## src/rtl/mem_bus_ctrl_if.sv

```systemverilog
// Signal bundle for mem_bus_ctrl: fetch/data request handshakes plus the multiplexed memory bus.
// master is the controller's view; slave is the view of the requesters and the memory.
interface mem_bus_ctrl_if #(
   parameter int DW = 16
);
   logic          FReq;
   logic [DW-1:0] FAddr;
   logic          FAck;
   logic          DReq;
   logic          DWrite;
   logic [DW-1:0] DAddr;
   logic [DW-1:0] DWData;
   logic          DAck;
   logic [DW-1:0] RData;
   logic          Err;
   logic          Busy;
   logic [DW-1:0] DataOut;
   logic [DW-1:0] DataIn;
   logic          Enb;
   logic          Ale;
   logic          nMe;
   logic          nOe;
   logic          RnW;
   logic          nWait;

   modport master (
      input  FReq, FAddr, DReq, DWrite, DAddr, DWData, DataIn, nWait,
      output FAck, DAck, RData, Err, Busy, DataOut, Enb, Ale, nMe, nOe, RnW
   );

   modport slave (
      output FReq, FAddr, DReq, DWrite, DAddr, DWData, DataIn, nWait,
      input  FAck, DAck, RData, Err, Busy, DataOut, Enb, Ale, nMe, nOe, RnW
   );
endinterface

```

## src/rtl/mem_bus_ctrl.sv

```systemverilog
// Multiplexed memory bus sequencer shared round-robin between instruction fetch and data access.
// Fixed ADDR/DATA/END cycle, nWait stretching with timeout abort, one-cycle Ack with read data.
module mem_bus_ctrl #(
   parameter int DW       = 16,
   parameter int MAX_WAIT = 15
) (
   input  logic           Clock,
   input  logic           nReset,
   mem_bus_ctrl_if.master bus
);
   localparam int CW = (MAX_WAIT < 1) ? 1 : $clog2(MAX_WAIT + 1);
   localparam logic [CW-1:0] WAIT_LIMIT = CW'(MAX_WAIT);
   localparam logic [CW-1:0] WAIT_ONE   = CW'(32'd1);

   typedef enum logic [1:0] {
      IDLE = 2'd0,
      ADDR = 2'd1,
      DATA = 2'd2,
      END  = 2'd3
   } state_t;

   state_t        state_r;
   state_t        stateNext_s;
   logic          anyReq_s;
   logic          grantData_s;
   logic          timeout_s;
   logic          gntData_r;
   logic          lastGntData_r;
   logic          opWrite_r;
   logic [DW-1:0] wData_r;
   logic [CW-1:0] waitCnt_r;

   logic [DW-1:0] dataOut_r, dataOutNext_s;
   logic [DW-1:0] rData_r, rDataNext_s;
   logic          enb_r, enbNext_s;
   logic          ale_r, aleNext_s;
   logic          nMe_r, nMeNext_s;
   logic          nOe_r, nOeNext_s;
   logic          rnW_r, rnWNext_s;
   logic          fAck_r, fAckNext_s;
   logic          dAck_r, dAckNext_s;
   logic          err_r, errNext_s;
   logic          busy_r, busyNext_s;

   // On a tie the requester not granted last time wins
   assign anyReq_s    = bus.FReq | bus.DReq;
   assign grantData_s = bus.DReq & (~bus.FReq | ~lastGntData_r);

   assign bus.DataOut = dataOut_r;
   assign bus.RData   = rData_r;
   assign bus.Enb     = enb_r;
   assign bus.Ale     = ale_r;
   assign bus.nMe     = nMe_r;
   assign bus.nOe     = nOe_r;
   assign bus.RnW     = rnW_r;
   assign bus.FAck    = fAck_r;
   assign bus.DAck    = dAck_r;
   assign bus.Err     = err_r;
   assign bus.Busy    = busy_r;

   // State register
   always_ff @(posedge Clock or negedge nReset) begin
      if (!nReset) begin
         state_r <= IDLE;
      end else begin
         state_r <= stateNext_s;
      end
   end

   // Next-state decode, including the wait timeout
   always_comb begin
      stateNext_s = state_r;
      timeout_s   = 1'b0;
      case (state_r)
         IDLE: begin
            if (anyReq_s) begin
               stateNext_s = ADDR;
            end else begin
               stateNext_s = IDLE;
            end
         end
         ADDR: stateNext_s = DATA;
         DATA: begin
            if (bus.nWait) begin
               stateNext_s = END;
            end else if (waitCnt_r == WAIT_LIMIT) begin
               stateNext_s = END;
               timeout_s   = 1'b1;
            end else begin
               stateNext_s = DATA;
            end
         end
         END:     stateNext_s = IDLE;
         default: stateNext_s = IDLE;
      endcase
   end

   // Moore output decode for the state being entered; DataOut/RnW/RData hold unless updated
   always_comb begin
      dataOutNext_s = dataOut_r;
      rDataNext_s   = rData_r;
      rnWNext_s     = rnW_r;
      enbNext_s     = 1'b0;
      aleNext_s     = 1'b0;
      nMeNext_s     = 1'b1;
      nOeNext_s     = 1'b1;
      fAckNext_s    = 1'b0;
      dAckNext_s    = 1'b0;
      errNext_s     = 1'b0;
      busyNext_s    = (stateNext_s != IDLE);
      case (stateNext_s)
         ADDR: begin
            // Request is latched on this same edge, so take it straight from the winner
            dataOutNext_s = grantData_s ? bus.DAddr : bus.FAddr;
            rnWNext_s     = ~(grantData_s & bus.DWrite);
            enbNext_s     = 1'b1;
            aleNext_s     = 1'b1;
         end
         DATA: begin
            nMeNext_s = 1'b0;
            if (opWrite_r) begin
               enbNext_s     = 1'b1;
               dataOutNext_s = wData_r;
            end else begin
               nOeNext_s = 1'b0;
            end
         end
         END: begin
            fAckNext_s = ~gntData_r;
            dAckNext_s = gntData_r;
            errNext_s  = timeout_s;
            if (!opWrite_r && !timeout_s) begin
               rDataNext_s = bus.DataIn;
            end else begin
               rDataNext_s = rData_r;
            end
         end
         IDLE:    busyNext_s = 1'b0;
         default: busyNext_s = 1'b0;
      endcase
   end

   // Registered bus and handshake outputs
   always_ff @(posedge Clock or negedge nReset) begin
      if (!nReset) begin
         dataOut_r <= {DW{1'b0}};
         rData_r   <= {DW{1'b0}};
         enb_r     <= 1'b0;
         ale_r     <= 1'b0;
         nMe_r     <= 1'b1;
         nOe_r     <= 1'b1;
         rnW_r     <= 1'b1;
         fAck_r    <= 1'b0;
         dAck_r    <= 1'b0;
         err_r     <= 1'b0;
         busy_r    <= 1'b0;
      end else begin
         dataOut_r <= dataOutNext_s;
         rData_r   <= rDataNext_s;
         enb_r     <= enbNext_s;
         ale_r     <= aleNext_s;
         nMe_r     <= nMeNext_s;
         nOe_r     <= nOeNext_s;
         rnW_r     <= rnWNext_s;
         fAck_r    <= fAckNext_s;
         dAck_r    <= dAckNext_s;
         err_r     <= errNext_s;
         busy_r    <= busyNext_s;
      end
   end

   // Latch the winning request on grant and count nWait-low edges in DATA
   always_ff @(posedge Clock or negedge nReset) begin
      if (!nReset) begin
         gntData_r     <= 1'b0;
         lastGntData_r <= 1'b1;
         opWrite_r     <= 1'b0;
         wData_r       <= {DW{1'b0}};
         waitCnt_r     <= {CW{1'b0}};
      end else begin
         if (state_r == IDLE && anyReq_s) begin
            gntData_r     <= grantData_s;
            lastGntData_r <= grantData_s;
            opWrite_r     <= grantData_s & bus.DWrite;
            wData_r       <= bus.DWData;
         end
         if (stateNext_s == ADDR) begin
            waitCnt_r <= {CW{1'b0}};
         end else if (state_r == DATA && stateNext_s == DATA) begin
            waitCnt_r <= waitCnt_r + WAIT_ONE;
         end
      end
   end
endmodule

```

## src/flat_wrapper.sv

```systemverilog
// flat-port wrapper written by rule: the top's interface ports become plain ports
module mem_bus_ctrl_flat 
#(
   parameter int DW       = 16,
   parameter int MAX_WAIT = 15
)
  (Clock, nReset, bus_FReq, bus_FAddr, bus_DReq, bus_DWrite, bus_DAddr, bus_DWData, bus_DataIn, bus_nWait, bus_FAck, bus_DAck, bus_RData, bus_Err, bus_Busy, bus_DataOut, bus_Enb, bus_Ale, bus_nMe, bus_nOe, bus_RnW);
  mem_bus_ctrl_if #(.DW(DW)) bus_i ();
  input  logic Clock;
  input  logic nReset;
  input wire logic [$bits(bus_i.FReq)-1:0] bus_FReq;
  input wire logic [$bits(bus_i.FAddr)-1:0] bus_FAddr;
  input wire logic [$bits(bus_i.DReq)-1:0] bus_DReq;
  input wire logic [$bits(bus_i.DWrite)-1:0] bus_DWrite;
  input wire logic [$bits(bus_i.DAddr)-1:0] bus_DAddr;
  input wire logic [$bits(bus_i.DWData)-1:0] bus_DWData;
  input wire logic [$bits(bus_i.DataIn)-1:0] bus_DataIn;
  input wire logic [$bits(bus_i.nWait)-1:0] bus_nWait;
  output wire logic [$bits(bus_i.FAck)-1:0] bus_FAck;
  output wire logic [$bits(bus_i.DAck)-1:0] bus_DAck;
  output wire logic [$bits(bus_i.RData)-1:0] bus_RData;
  output wire logic [$bits(bus_i.Err)-1:0] bus_Err;
  output wire logic [$bits(bus_i.Busy)-1:0] bus_Busy;
  output wire logic [$bits(bus_i.DataOut)-1:0] bus_DataOut;
  output wire logic [$bits(bus_i.Enb)-1:0] bus_Enb;
  output wire logic [$bits(bus_i.Ale)-1:0] bus_Ale;
  output wire logic [$bits(bus_i.nMe)-1:0] bus_nMe;
  output wire logic [$bits(bus_i.nOe)-1:0] bus_nOe;
  output wire logic [$bits(bus_i.RnW)-1:0] bus_RnW;
  assign bus_i.FReq = bus_FReq;
  assign bus_i.FAddr = bus_FAddr;
  assign bus_i.DReq = bus_DReq;
  assign bus_i.DWrite = bus_DWrite;
  assign bus_i.DAddr = bus_DAddr;
  assign bus_i.DWData = bus_DWData;
  assign bus_i.DataIn = bus_DataIn;
  assign bus_i.nWait = bus_nWait;
  assign bus_FAck = bus_i.FAck;
  assign bus_DAck = bus_i.DAck;
  assign bus_RData = bus_i.RData;
  assign bus_Err = bus_i.Err;
  assign bus_Busy = bus_i.Busy;
  assign bus_DataOut = bus_i.DataOut;
  assign bus_Enb = bus_i.Enb;
  assign bus_Ale = bus_i.Ale;
  assign bus_nMe = bus_i.nMe;
  assign bus_nOe = bus_i.nOe;
  assign bus_RnW = bus_i.RnW;
  mem_bus_ctrl #(.DW(DW), .MAX_WAIT(MAX_WAIT)) u_core (.Clock(Clock), .nReset(nReset), .bus(bus_i));
endmodule
```

## config.mk

```make
export PLATFORM = sky130hd
export DESIGN_NAME = mem_bus_ctrl_flat
export DESIGN_NICKNAME = d
export VERILOG_FILES = /design/src/rtl/mem_bus_ctrl_if.sv /design/src/rtl/mem_bus_ctrl.sv /design/src/flat_wrapper.sv
export SDC_FILE = /design/constraint.sdc
export NUM_CORES = 1
export LEC_CHECK = 0
export ABC_AREA = 1
export ABC_CLOCK_PERIOD_IN_PS = 2600
export BUFFER_PORTS_ARGS = -buffer_cell sky130_fd_sc_hd__buf_2
export CAP_MARGIN = 40
export CELL_PAD_IN_SITES_DETAIL_PLACEMENT = 0
export CELL_PAD_IN_SITES_GLOBAL_PLACEMENT = 1
export CORE_ASPECT_RATIO = 2
export CORE_MARGIN = 1.5
export CORE_UTILIZATION = 36
export CTS_CLUSTER_SIZE = 40
export DETAILED_ROUTE_END_ITERATION = 6
export PLACE_DENSITY_LB_ADDON = 0.1
export SLEW_MARGIN = 30
export SYNTH_ARGS = -nofsm -noshare
export SYNTH_HDL_FRONTEND = slang
export SYNTH_SLANG_ARGS = --single-unit
```

## constraint.sdc

```tcl
create_clock -name Clock -period 2.6 [get_ports Clock]
set_clock_uncertainty 0.15 [all_clocks]
set_input_delay 0.39 -clock Clock [delete_from_list [all_inputs] [get_ports Clock]]
set_output_delay 0.39 -clock Clock [all_outputs]
set_load 0.01 [all_outputs]
```

==> flow_metrics.py <==
metrics = {
    "status": {
        "status": "complete, no violations",
    },
    "synthesis": {
        "synth_cell_types": 24,
        "seq_area_frac_synth": 0.525,
        "synth_top_area_cell": "dfrtp_1",
        "synth_flop_cell": "dfrtp_1",
        "syn_nets": 446,
        "synth_compound_area_frac": 0.0813,
        "synth_adder_area_share": 0.0357,
        "synth_top_family_by_area": "simple AND/OR/NAND/NOR gates",
        "yosys_warnings": 0,
        "synth_cells": 367,
        "yosys.area_share.simple": 0.279,
        "syn_area_per_cell_sq_um": 8.60,
        "netlist_top_cells_count": "135 x nand2_1, 62 x dfrtp_1, 50 x nand3_1",
        "synth.top_cells.by_area": "dfrtp_1 49%, nand2_1 16%, nand3_1 7.9%, o21ai_2 4.7%, inv_1 3.8%",
        "yosysMostFrequentCell": "nand2_1",
        "synth_edf_count": 0,
        "yosys_register_bits": 66,
        "synthMuxAreaShare": 0,
        "synth_xor_xnor_area_share": 0,
        "synthArstFlopShare": 1.00,
        "syn-cell-area_sq_um": 3160,
        "synth_top_area_frac": 0.491,
    },
    "detailed_routing": {
        "routed_wl_um": 8010,
        "drc_errors": 0,
        "drtAntennaViolNets": 0,
        "vias": 2732,
        "drtIter0Drc": 181,
        "vias_per_cell": 4.67,
        "post_drt_wl_per_cell_um": 13.7,
        "first_pass_iters": 4,
    },
    "setup_path": {
        "end_kind": "register",
        "worstPathMaxFanout": 10,
        "cp.arrival_ns": 2.37,
        "required_ns": 2.71,
        "crit_type": "register to register",
        "crit_path_start_kind": "register",
    },
    "placed_design": {
        "post-dp-hpwl_um": 5550,
        "place_congestion": 0.770,
        "port_buffers": 110,
        "dpl-instance-area_sq_um": 3770,
    },
    "floorplanning": {
        "die_y_um": 135,
        "core_sq_um": 8590,
        "die_x_um": 69.2,
        "start_util": 0.368,
        "fp-row-count": 48,
        "ioPinCount": 111,
        "die-area_sq_um": 9370,
    },
    "sta": {
        "final.period_utilization": 0.867,
        "slew_headroom": 0.718,
        "max_freq_mhz": 444,
        "fin_tns_setup_ns": 0,
        "slew_violations": 0,
        "layout_min_cycle_time_ns": 2.25,
        "rsz0062_at_grt": "false",
        "setup_viol_count_final": 0,
        "hold_viol": 0,
        "tightest_slew_ns": 0.422,
    },
    "global_route": {
        "grt_pass1_wl_um": 13300,
        "antenna_found_initial": 0,
        "busiest_layer": "met2",
        "overflow": 0,
        "use_met3": 0.0357,
        "groute.layer.met2.usage": 0.319,
        "grt_max_degree": 67,
        "grt_pass1_vias": 2779,
        "use_met1": 0.215,
        "track_usage": 0.182,
    },
    "cells_and_area": {
        "final_core_util": 0.473,
        "drive_gt1_frac": 0.338,
        "fillers": 892,
        "fin_nets": 559,
        "finalInstanceArea_sq_um": 4070,
        "diodes": 0,
        "syn_to_final_growth_pct": 28.8,
    },
    "clocking": {
        "cts_tree": "yes",
        "cts_made_buffers": 9,
        "cts_buffer_depth": 2,
        "clkTransAtPathRegs_ns": 0.05,
        "cts_root_buf": "clkbuf_16",
        "clock_latency_ns": 0.32,
        "cts_sinks": 66,
        "htree_num_levels": 3,
    },
    "power_and_ir_drop": {
        "p_leak_nw": 2.27,
        "vdd_ir_drop_max_mv": 0.789,
        "power_density_nw_per_um2": 1290,
    },
    "run": {
        "cap_viol_max_count": 0,
    },
    "min_path": {
        "hold_class": "input pin to register",
    },
}
[registers in the layout, indices dropped and copies added, names as in the netlist, 2 cells and up]
signal and count:
u_core.bus.DataOut 16, u_core.bus.RData 16, u_core.state_r 2, u_core.wData_r 16, u_core.waitCnt_r 4
[metal layers]
metal  up-vias  wire length (um)
met2        83              4270
met3         6               369
met4         0                93
met1      1261              3270
li1       1382                 -
met5         -                 0
[report_power, final]
part	switching, mW	internal [mW]
logic	1.48	0.875
clock network	0.412	0.720
registers	0.214	1.54
[final cells by class]
class	count	area, sq um	share of cell area
inverters	34	130	0.0320
multi-input cells	252	1250	0.308
flip-flops and latches	66	1660	0.408
well taps	100	125	0.0308
clock buffers	14	274	0.0674
clock inverters	2	10.0	0.00246
repair buffers	117	618	0.152
[path summary, 6_finish.rpt]
path	startpoint	to	slack, ns	depth (start not counted)
min in group asynchronous	nReset	u_core.bus.RData[6]$_DFFE_PN0P_	0.45	3
min	bus_DWData[0]	u_core.wData_r[0]$_DFFE_PN0P_	0.12	3
max in group asynchronous	nReset	u_core.lastGntData_r$_DFFE_PN1P_	1.51	3
max reg2reg	u_core.state_r[0]$_DFF_PN0_	u_core.bus.RData[11]$_DFFE_PN0P_	0.35	12
max	u_core.state_r[0]$_DFF_PN0_	u_core.bus.RData[11]$_DFFE_PN0P_	0.35	12
min reg2reg	u_core.bus.RData[9]$_DFFE_PN0P_	u_core.bus.RData[9]$_DFFE_PN0P_	0.31	2
[timing repair]
action | in CTS | in global routing
endpoints found under the hold margin | 62 | 0
setup buffers | 0 | 0
hold buffers | 1 | 0
resized for setup | 0 | 1
endpoints found under the setup margin | 0 | 7
[cells by family (layout without fill, tap and decap cells)]
group / Yosys count / count (layout)
flops: 66 / 66
buf+inv: 49 / 167
fa+ha+maj: 9 / 9
compound gates: 38 / 38
simple gates: 205 / 205
[metrics by stage]
step                setup slack, ns  cells  power, mW  hold slack [ns]
floorplan                     0.475    367       3.47          -0.0556
global placement              0.266    568       4.12            0.287
finish                        0.346    585       5.24            0.124
global route                  0.129    585       5.72            0.116
detailed placement            0.216    568       4.17            0.288
CTS                           0.185    585       5.35            0.113
[worst max-delay path: stages (launching register included)]
cell and delay, ns:
dfrtp_1 0.35, inv_1 0.09, ha_1 0.22, inv_1 0.08, nor2_1 0.09, nand2_1 0.06, nand2_1 0.11, ha_1 0.18
inv_1 0.07, nor2_2 0.34, buf_4 0.25, nand3_1 0.10, nand2_1 0.10
[placed cells by master (no fill, tap or decap), types with 2 or more instances in the layout]
master and instances:
nand2_1 135, buf_2 110, dfrtp_1 62, nand3_1 50, inv_1 32, o21ai_0 18, o21ai_2 17, nor2_1 9
ha_1 9, clkbuf_16 9, buf_4 5, dfstp_2 4, nand2_4 3, nand2_2 3, clkbuf_8 3, nor2_2 2
a21oi_1 2, clkinv_2 2, clkbuf_1 2
(Power assumes the default switching activity.)
